$ cat src/rtl/btn_pkg.sv
// Shared types and helpers for the push-button debouncer: FSM state encoding,
// Hz/us to cycle conversion and counter width sizing.
package btn_pkg;

  typedef enum logic [1:0] {
    STABLE_LO = 2'd0,
    PEND_HI   = 2'd1,
    STABLE_HI = 2'd2,
    PEND_LO   = 2'd3
  } btn_state_e;

  function automatic int us_to_cycles(input int clk_hz, input int us);
    return (clk_hz / 1_000_000) * us;
  endfunction

  // Width able to hold 0..n inclusive, never less than one bit.
  function automatic int cnt_width(input int n);
    return (n < 1) ? 1 : $clog2(n + 1);
  endfunction

endpackage

$ cat src/rtl/btn_debouncer_if.sv
// Pin-side and event-side signals of the debouncer, plus per-channel FSM state
// (2 bits per channel, btn_state_e encoding) for observation.
interface btn_debouncer_if #(
  parameter int NUM_CH = 7
);
  logic [NUM_CH-1:0]   btn_i;
  logic [NUM_CH-1:0]   level_o;
  logic [NUM_CH-1:0]   rise_o;
  logic [NUM_CH-1:0]   fall_o;
  logic [NUM_CH-1:0]   long_o;
  logic [2*NUM_CH-1:0] dbg_state;

  // No handshake: btn_i is a free-running level; rise_o/fall_o/long_o are
  // single-cycle event strobes with no ready, consumers must sample every cycle.
  modport master (
    output btn_i,
    input  level_o, rise_o, fall_o, long_o, dbg_state
  );

  modport slave (
    input  btn_i,
    output level_o, rise_o, fall_o, long_o, dbg_state
  );
endinterface

$ cat src/rtl/btn_debounce_ch.sv
// One debounced channel: synchroniser, 4-state stable/pending FSM with counter,
// and (with BTN_LONGPRESS_EN defined) a saturating long-press hold counter.
module btn_debounce_ch
  import btn_pkg::*;
#(
  parameter int SYNC_STAGES     = 2,
  parameter int DEBOUNCE_CYCLES = 1
`ifdef BTN_LONGPRESS_EN
  , parameter int LONGPRESS_CYCLES = 1
`endif
) (
  input  logic       clk,
  input  logic       reset_n,
  input  logic       pin,
  output logic       level,
  output logic       rise,
  output logic       fall,
  output logic       long_press,
  output logic [1:0] state_dbg
);

  localparam int                CNT_W       = cnt_width(DEBOUNCE_CYCLES);
  localparam logic [CNT_W-1:0]  CNT_LAST    = CNT_W'(DEBOUNCE_CYCLES - 1);
  localparam logic [1:0]        S_STABLE_LO = STABLE_LO;
  localparam logic [1:0]        S_PEND_HI   = PEND_HI;
  localparam logic [1:0]        S_STABLE_HI = STABLE_HI;
  localparam logic [1:0]        S_PEND_LO   = PEND_LO;

  logic [SYNC_STAGES-1:0] sync;
  logic                   s;
  logic [1:0]             state;
  logic [CNT_W-1:0]       cnt;

  always_ff @(posedge clk or negedge reset_n) begin
    if (!reset_n) sync <= '0;
    else          sync <= {sync[SYNC_STAGES-2:0], pin};
  end

  assign s         = sync[SYNC_STAGES-1];
  assign state_dbg = state;

  // A disagreeing sample during PEND_* drops straight back to the stable state.
  always_ff @(posedge clk or negedge reset_n) begin
    if (!reset_n) begin
      state <= S_STABLE_LO;
      cnt   <= '0;
      level <= 1'b0;
      rise  <= 1'b0;
      fall  <= 1'b0;
    end else begin
      rise <= 1'b0;
      fall <= 1'b0;
      case (state)
        S_STABLE_LO: if (s) begin
          state <= S_PEND_HI;
          cnt   <= '0;
        end
        S_PEND_HI: begin
          if (!s) state <= S_STABLE_LO;
          else if (cnt == CNT_LAST) begin
            state <= S_STABLE_HI;
            level <= 1'b1;
            rise  <= 1'b1;
          end else cnt <= cnt + CNT_W'(1);
        end
        S_STABLE_HI: if (!s) begin
          state <= S_PEND_LO;
          cnt   <= '0;
        end
        S_PEND_LO: begin
          if (s) state <= S_STABLE_HI;
          else if (cnt == CNT_LAST) begin
            state <= S_STABLE_LO;
            level <= 1'b0;
            fall  <= 1'b1;
          end else cnt <= cnt + CNT_W'(1);
        end
        default: state <= S_STABLE_LO;
      endcase
    end
  end

`ifdef BTN_LONGPRESS_EN
  localparam int               HOLD_W   = cnt_width(LONGPRESS_CYCLES);
  localparam logic [HOLD_W-1:0] HOLD_MAX = HOLD_W'(LONGPRESS_CYCLES);

  logic [HOLD_W-1:0] hold;

  // Cleared only on the rise commit so a PEND_LO bounce keeps timing the press.
  always_ff @(posedge clk or negedge reset_n) begin
    if (!reset_n) begin
      hold       <= '0;
      long_press <= 1'b0;
    end else begin
      long_press <= 1'b0;
      if (state == S_PEND_HI && s && cnt == CNT_LAST) begin
        hold <= '0;
      end else if ((state == S_STABLE_HI || state == S_PEND_LO) && hold != HOLD_MAX) begin
        hold <= hold + HOLD_W'(1);
        if (hold == HOLD_MAX - HOLD_W'(1)) long_press <= 1'b1;
      end
    end
  end
`else
  assign long_press = 1'b0;
`endif

endmodule

$ cat src/rtl/btn_debouncer.sv
// Multi-channel push-button conditioner: per-channel inversion, sync and debounce.
// Long-press detection is built only when BTN_LONGPRESS_EN is defined.
module btn_debouncer
  import btn_pkg::*;
#(
  parameter int                NUM_CH       = 7,
  parameter int                CLK_FREQ     = 25_000_000,
  parameter int                DEBOUNCE_US  = 10_000,
  parameter int                SYNC_STAGES  = 2,
  parameter logic [NUM_CH-1:0] INVERT_MASK  = '0,
  parameter int                LONGPRESS_US = 1_000_000
) (
  input  logic            clk,
  input  logic            reset_n,
  btn_debouncer_if.slave  bus
);

  localparam int DEBOUNCE_CYCLES  = us_to_cycles(CLK_FREQ, DEBOUNCE_US);
  localparam int LONGPRESS_CYCLES = us_to_cycles(CLK_FREQ, LONGPRESS_US);

  if (DEBOUNCE_CYCLES < 1) begin : g_bad_debounce
    $error("btn_debouncer: DEBOUNCE_CYCLES must be >= 1");
  end
  if (SYNC_STAGES < 2) begin : g_bad_sync
    $error("btn_debouncer: SYNC_STAGES must be >= 2");
  end
  if (LONGPRESS_CYCLES < 1) begin : g_bad_longpress
    $error("btn_debouncer: LONGPRESS_CYCLES must be >= 1");
  end

  for (genvar i = 0; i < NUM_CH; i++) begin : g_ch
    btn_debounce_ch #(
      .SYNC_STAGES     (SYNC_STAGES),
      .DEBOUNCE_CYCLES (DEBOUNCE_CYCLES)
`ifdef BTN_LONGPRESS_EN
      , .LONGPRESS_CYCLES(LONGPRESS_CYCLES)
`endif
    ) u_ch (
      .clk        (clk),
      .reset_n    (reset_n),
      .pin        (bus.btn_i[i] ^ INVERT_MASK[i]),
      .level      (bus.level_o[i]),
      .rise       (bus.rise_o[i]),
      .fall       (bus.fall_o[i]),
      .long_press (bus.long_o[i]),
      .state_dbg  (bus.dbg_state[2*i +: 2])
    );
  end

endmodule

$ cat src/flat_wrapper.sv
// flat-port wrapper written by rule: the top's interface ports become plain ports
module btn_debouncer_flat import btn_pkg::*;
#(
  parameter int                NUM_CH       = 7,
  parameter int                CLK_FREQ     = 25_000_000,
  parameter int                DEBOUNCE_US  = 10_000,
  parameter int                SYNC_STAGES  = 2,
  parameter logic [NUM_CH-1:0] INVERT_MASK  = '0,
  parameter int                LONGPRESS_US = 1_000_000
)
  (clk, reset_n, bus_btn_i, bus_level_o, bus_rise_o, bus_fall_o, bus_long_o, bus_dbg_state);
  btn_debouncer_if #(.NUM_CH(NUM_CH)) bus_i ();
  input  logic clk;
  input  logic reset_n;
  input wire logic [$bits(bus_i.btn_i)-1:0] bus_btn_i;
  output wire logic [$bits(bus_i.level_o)-1:0] bus_level_o;
  output wire logic [$bits(bus_i.rise_o)-1:0] bus_rise_o;
  output wire logic [$bits(bus_i.fall_o)-1:0] bus_fall_o;
  output wire logic [$bits(bus_i.long_o)-1:0] bus_long_o;
  output wire logic [$bits(bus_i.dbg_state)-1:0] bus_dbg_state;
  assign bus_i.btn_i = bus_btn_i;
  assign bus_level_o = bus_i.level_o;
  assign bus_rise_o = bus_i.rise_o;
  assign bus_fall_o = bus_i.fall_o;
  assign bus_long_o = bus_i.long_o;
  assign bus_dbg_state = bus_i.dbg_state;
  btn_debouncer #(.NUM_CH(NUM_CH), .CLK_FREQ(CLK_FREQ), .DEBOUNCE_US(DEBOUNCE_US), .SYNC_STAGES(SYNC_STAGES), .INVERT_MASK(INVERT_MASK), .LONGPRESS_US(LONGPRESS_US)) u_core (.clk(clk), .reset_n(reset_n), .bus(bus_i));
endmodule
$ cat config.mk
export PLATFORM = sky130hd
export DESIGN_NAME = btn_debouncer_flat
export DESIGN_NICKNAME = d
export VERILOG_FILES = /design/src/rtl/btn_pkg.sv /design/src/rtl/btn_debouncer_if.sv /design/src/rtl/btn_debounce_ch.sv /design/src/rtl/btn_debouncer.sv /design/src/flat_wrapper.sv
export SDC_FILE = /design/constraint.sdc
export NUM_CORES = 1
export LEC_CHECK = 0
export CAP_MARGIN = 20
export CORE_UTILIZATION = 55
export DETAILED_ROUTE_END_ITERATION = 6
export DONT_BUFFER_PORTS = 1
export PLACE_DENSITY = 0.7
export SLEW_MARGIN = 20
export SYNTH_ARGS = -nofsm -noshare
export SYNTH_HDL_FRONTEND = slang
export SYNTH_SLANG_ARGS = --single-unit
$ cat constraint.sdc
create_clock -name clk -period 5.35 [get_ports clk]
set_clock_uncertainty 0.05 [all_clocks]
set_input_delay 0.535 -clock clk [delete_from_list [all_inputs] [get_ports clk]]
set_output_delay 0.535 -clock clk [all_outputs]
set_load 0.005 [all_outputs]
Yosys cells after proc, flatten, opt, wreduce, memory -nomap -nowiden

Index checks and enable logic that the tools add are counted.

Latch bits: 0
Memories: 0
Output and inout bits: 42
Bits in registers: 175
Memory bits (writable): 0
Word-level logic and storage cells: 329
Input bits: 9
Bits in read-only memories: 0

Shift operators: 0
Eq/ne operators: 84
$mul: 0
Mux-type cells: 161
Div/mod/pow operators: 0
Bitwise operators: 0
Add/sub/neg operators: 7
Reduce and logical (&&, ||, !) cells: 35
$lt $le $gt $ge: 0

Operators by type and width:

| operator                | number |
|---|---|
| $mux W18                | 35 |
| $pmux W18 S4            | 7 |
| $add A18 B1 Y18 const B | 7 |
| $eq A18 B18 Y1 const B  | 7 |
| $mux W2                 | 42 |
| $ne A2 B2 Y1 const B    | 42 |
| $mux W1                 | 63 |
| $pmux W2 S4             | 7 |
| $reduce_and A4 Y1       | 14 |
| $ne A3 B3 Y1 const B    | 14 |
| $reduce_and A5 Y1       | 7 |
| $eq A2 B2 Y1 const B    | 14 |
| $eq A2 B1 Y1 const B    | 7 |
| $logic_not A2 Y1        | 7 |
| $pmux W1 S2             | 7 |
| $reduce_bool A2 Y1      | 7 |

Longest topological paths before layout

Word-level depth: 4
Depth in mapped cells: 8
Depth with buffers taken out: 7

Modules after synthesis

From an unflattened synthesis, not the netlist that was laid out.

Cells, all modules: 980
Area total of the unflattened synthesis: 9,699.3 µm²

Modules (own cells, without submodules):

| module                                    | cells each | times used | area an instance (µm²) | seq. area each (µm²) |
|---|---|---|---|---|
| btn_debounce_ch (u_core.g_ch[0].u_ch ...) | 140        | 6          | 1,386.3                | 625.6 |
| btn_debounce_ch (u_core.g_ch[6].u_ch)     | 140        | 1          | 1,381.3                | 625.6 |

Least setup slack after synthesis

No wires, ideal clock.

Path kind: flip-flop to flip-flop
From: reg u_core.g_ch[0].u_ch.cnt[6]
To: reg u_core.g_ch[0].u_ch.cnt[7]
Data required time: 5,176 ps
Library setup time: 124 ps
Stages on the path, launching flop included: 7
Path buffers: 1
Setup slack: 3,308 ps
Arrival time: 1,868 ps
Period minus slack after synthesis: 2,042 ps
Cell sequence: dfrtp_1 -> buf_6 -> or4b_1 -> or3_4 -> o21ai_4 -> nor4_1 -> a211o_1

Word-level cells in the longest chain between the ends: 4
Elaborated cells on any way between the ends: 6
Those cells by class: 1 x add/sub; 1 x eq/ne; 4 x mux

RTL lines:

| element                                           | line                                         | source |
|---|---|---|
| from (decl)                                       | btn_debounce_ch.sv:32                        | `logic [CNT_W-1:0] cnt;` |
| from (signal assigned)                            | btn_debounce_ch.sv:64                        | `end else cnt <= cnt + CNT_W'(1);` |
| from (signal assigned)                            | btn_debounce_ch.sv:76                        | `end else cnt <= cnt + CNT_W'(1);` |
| $add A18 B1 Y18 or $eq A18 B18 Y1 (tied branches) | --                                           |  |
| $mux W18 *                                        | btn_debounce_ch.sv:60, btn_debounce_ch.sv:72 |  |
| $mux W18, on equally long branches                | btn_debounce_ch.sv:71, btn_debounce_ch.sv:59 |  |
| $pmux W18 S4 *                                    | btn_debounce_ch.sv:53                        | `case (state)` |

Mark *: on every way between the ends. The rest lies on a longest branch, timed or not. The select of a mux whose other input is x is not followed.
A chain may end at the register's enable or synchronous reset.

Worst setup path after layout

From: reg u_core.g_ch[5].u_ch.state[0]
To: reg u_core.g_ch[5].u_ch.cnt[13]

Word-level cells in the longest chain between the ends: 3
Elaborated cells on any way between the ends: 10
Those cells by class: 7 x eq/ne; 1 x mux; 2 x reduce/logical

RTL lines:

| element                              | line                  | source |
|---|---|---|
| from (decl)                          | btn_debounce_ch.sv:31 | `logic [1:0] state;` |
| from (signal assigned)               | btn_debounce_ch.sv:45 | `state <= S_STABLE_LO;` |
| from (signal assigned)               | btn_debounce_ch.sv:55 | `state <= S_PEND_HI;` |
| from (signal assigned)               | btn_debounce_ch.sv:59 | `if (!s) state <= S_STABLE_LO;` |
| $eq A2 B2 Y1 (tied with other cells) | btn_debounce_ch.sv:53 |  |
| $ne A2 B2 Y1 (no line)               | --                    |  |
| $reduce_and A4 Y1 (no line)          | --                    |  |
| to (signal assigned)                 | btn_debounce_ch.sv:64 |  |
| to (signal assigned)                 | btn_debounce_ch.sv:76 |  |
| to (decl)                            | btn_debounce_ch.sv:32 |  |

Several ways; a longest one is shown, not always the timed one.

==> impl_metrics.toml <==
[status]
status = "finished, final reports clean"

[critical_path]
path_buf_inv = 1
critPathLaunch = "u_core.g_ch[5].u_ch.state_dbg[0]$_DFFE_PN0P_"
crit_required_ps = 5580
worst_r2r_path_depth = 5
worstSetupPathType = "reg -> reg"
cp_num_cells = 5
crit_family = "compound AO/OA/AOI/OAI gates"
cpPeakStageDelay_ps = 730
r2r_end = "u_core.g_ch[5].u_ch.cnt[13]$_DFFE_PN0P_"
end_kind = "flip-flop"
crit_chain = "nor4bb_1, nand4_1, o31ai_2, buf_4, o311ai_0"
critPathCapture = "u_core.g_ch[5].u_ch.cnt[13]$_DFFE_PN0P_"
cp_slowest_cell = "o31ai_2"
rrSetupSlack_ps = 2720
r2r-start = "u_core.g_ch[5].u_ch.state_dbg[0]$_DFFE_PN0P_"
critPathLaunchType = "flip-flop"
cp_max_fo = 18
arrival_ps = 2860

[pwr]
power-per-cell-area_nw_per_um2 = 289
total_leakage_power_nw = 4.27
clkPwrFrac = 0.442
ir_drop_mv = 0.231
comb_power_share = 0.055
swShare = 0.237
p_seq_frac = 0.503
p_sw_mw = 0.683
internal-power_mw = 2.20

[synthesis]
ys.flop_type = "dfrtp_1"
synthTopCellsByArea = "dfrtp_1 (46%), nand2_1 (6.1%), nand3_1 (4.5%), o21ai_0 (4.4%), mux2i_1 (3.7%)"
synth_top_family_by_area = "simple AND/OR/NAND/NOR gates"
synth_seq_area_share = 0.465
netlist.top_cell.by_area = "dfrtp_1"
synth.mux.area_fraction = 0.0384
synth_cell_types = 63
yosys-top-cells-count = "dfrtp_1 (175), nand2_1 (154), nand3_1 (85)"
netlist_instances = 1049
ys_ff_latch = 175
synth_fa_ha_area_frac = 0.00929
avgSynthCellArea_sq_um = 8.98
synth_compound_area_frac = 0.145
synth_top_area_share = 0.465
async_flop_share = 1.00
synth_edf_count = 0
yosysMostFrequentCell = "dfrtp_1"
synth_xor_area_frac = 0.0102
synth-simple-area-share = 0.270
syn-cell-area_sq_um = 9420
yosys_warnings = 0

[placement]
place_ws_ps = 2720
port_buffers = 0
dp_hpwl_um = 12000
gp_congestion = 0.826

[cts]
clockRootBuffer = "clkbuf_16"
clock_sinks = 175
path_clk_slew_ps = 60
cts.htree.levels = 4
clk_latency_ps = 440
cts_tree = "yes"
cts_inserted_buffers = 17
clock_path_buffers = 2

[timing]
layout_setup_ws_ps = 2720
rsz0062_at_grt = "false"
fmax_ghz = 0.380
hold_viol_final = 0
finalCritPeriodShare = 0.491
drv_slew = 0
setup_viol = 0
slew_headroom = 0.311
worst_pin_slew_ps = 1030
fin_crit_ps = 2630
setup_tns_ps = 0

[drt]
wire_per_inst_um = 15.2
drc_errors = 0
routed_wl_um = 18800
ant_nets = 0
drt-initial-drc-count = 540
avgViaCountPerCell = 5.95
vias = 7364
first_pass_iters = 4

[worst_hold_path]
hold_path.class = "in -> async"

[global_routing]
grt_pass1_vias = 6917
grt_overflow_total = 0
antenna_found_initial = 0
grt_use_total = 0.227
grt_max_degree = 176
grt_pass1_wl_um = 32700

[layout]
nets = 1021
seqCellArea_sq_um = 4380
n_antenna_cell = 0
filler_cell_count = 1433
drive_above_1_share = 0.0590
areaGrowthSynthToFinish_pct = 6.02
multi_input_area_sq_um = 4500

[flow_run]
maxCapViolations = 0

[die]
die_y_um = 133
die_width_um = 133
fp-row-count = 47
ios = 51
coreArea_sq_um = 16600
start_util = 0.566
dieArea_sq_um = 17700
## timing repair
action | 4_1_cts | 5_1_grt
gates resized for setup | 0 | 0
hold buffers | 1 | 0
buffers inserted | 0 | 0
hold endpoints to repair | 175 | 0
## cell type report
type                    instances  area share
clock buffers                  21      0.0471
clock inverters                10      0.0135
inverters                      37      0.0142
multi-input cells             765       0.451
flip-flops and latches        175       0.438
well taps                     220      0.0276
repair buffers                  9     0.00877
## power groups by stage
stage          Combinational [mW]  Clock [mW]  Sequential [mW]
3_5_place_dp                0.134           0             1.47
2_1_floorplan               0.122           0             1.45
6_report                    0.160        1.27             1.45
3_3_place_gp                0.130           0             1.47
4_1_cts                     0.163        1.31             1.45
5_1_grt                     0.186        1.36             1.46
## sequential cells by signal, summed over array words and instances (netlist names), named ones only
signal	cells
u_core.g_ch.u_ch.cnt	126
u_core.g_ch.u_ch.state_dbg	7
u_core.g_ch.u_ch.rise	7
u_core.g_ch.u_ch.fall	7
u_core.g_ch.u_ch.sync	14
u_core.g_ch.u_ch.level	7
## layout by cell type (no fill, tap or decap), types with 4 or more instances in the layout
master | netlist | layout
a21o_1 | 8 | 8
a21oi_1 | 29 | 29
a22o_1 | 15 | 15
a31oi_1 | 11 | 11
and2_1 | 11 | 11
and3_1 | 17 | 17
and4_1 | 4 | 4
and4b_1 | 4 | 4
buf_4 | 29 | 8
clkbuf_16 | 0 | 17
clkinv_2 | 0 | 4
conb_1 | 1 | 7
dfrtp_1 | 175 | 175
ha_1 | 7 | 7
inv_1 | 36 | 36
mux2i_1 | 35 | 35
nand2_1 | 154 | 154
nand2b_1 | 11 | 11
nand3_1 | 85 | 85
nand4_1 | 31 | 31
nor2_1 | 70 | 70
nor3_1 | 32 | 32
nor3b_1 | 5 | 5
nor4_1 | 11 | 11
nor4b_1 | 8 | 8
o211ai_1 | 7 | 7
o21ai_0 | 82 | 82
o22ai_1 | 6 | 6
o41ai_1 | 20 | 20
or3_1 | 8 | 8
or4_1 | 25 | 25
xnor2_1 | 7 | 7
xor2_1 | 4 | 4
## how the worst min path moves through the flow
stage                            start                                 endpoint  slack (ps)  depth (start not counted)
after floorplan                reset_n               asynchronous set/reset pin         190                          0
after global placement         reset_n  u_core.g_ch[1].u_ch.cnt[14]$_DFFE_PN0P_         190                          0
after detailed placement       reset_n  u_core.g_ch[1].u_ch.cnt[14]$_DFFE_PN0P_         200                          0
after CTS                 bus_btn_i[4]    u_core.g_ch[4].u_ch.sync[0]$_DFF_PN0_          50                          0
after global routing      bus_btn_i[4]    u_core.g_ch[4].u_ch.sync[0]$_DFF_PN0_          50                          0
final                          reset_n       u_core.g_ch[1].u_ch.rise$_DFF_PN0_           6                          1
## through the flow
stage	area, sq um	hold slack (ps)	std cells	power, mW	utilization
2_1_floorplan	9450	189	1055	1.57	-
3_3_place_gp	9360	194	1205	1.60	0.562
3_5_place_dp	9360	196	1205	1.61	0.562
4_1_cts	9990	54.7	1237	2.92	0.600
5_1_grt	9990	48.2	1237	3.01	0.600
6_report	9990	6.03	1237	2.88	0.600
## kinds of logic after synthesis
logic type,count (synthesis)
DFF,175
buffers and inverters,115
muxes,36
and+or+nand+nor,498
adders and majority gates,7
other,1
AOI/OAI and AO/OA,206
xor gates and xnor gates,11
## per-layer routing
| metal | up-vias | wire length (um) | GRT usage |
|---|---|---|---|
| li1 | 3691 | - | - |
| met1 | 3528 | 9010 | 0.303 |
| met2 | 128 | 8810 | 0.360 |
| met3 | 17 | 717 | 0.0517 |
| met4 | 0 | 242 | 0.0830 |
| met5 | - | 0 | 0 |
No activity file was read; power rests on OpenSTA's default activity.
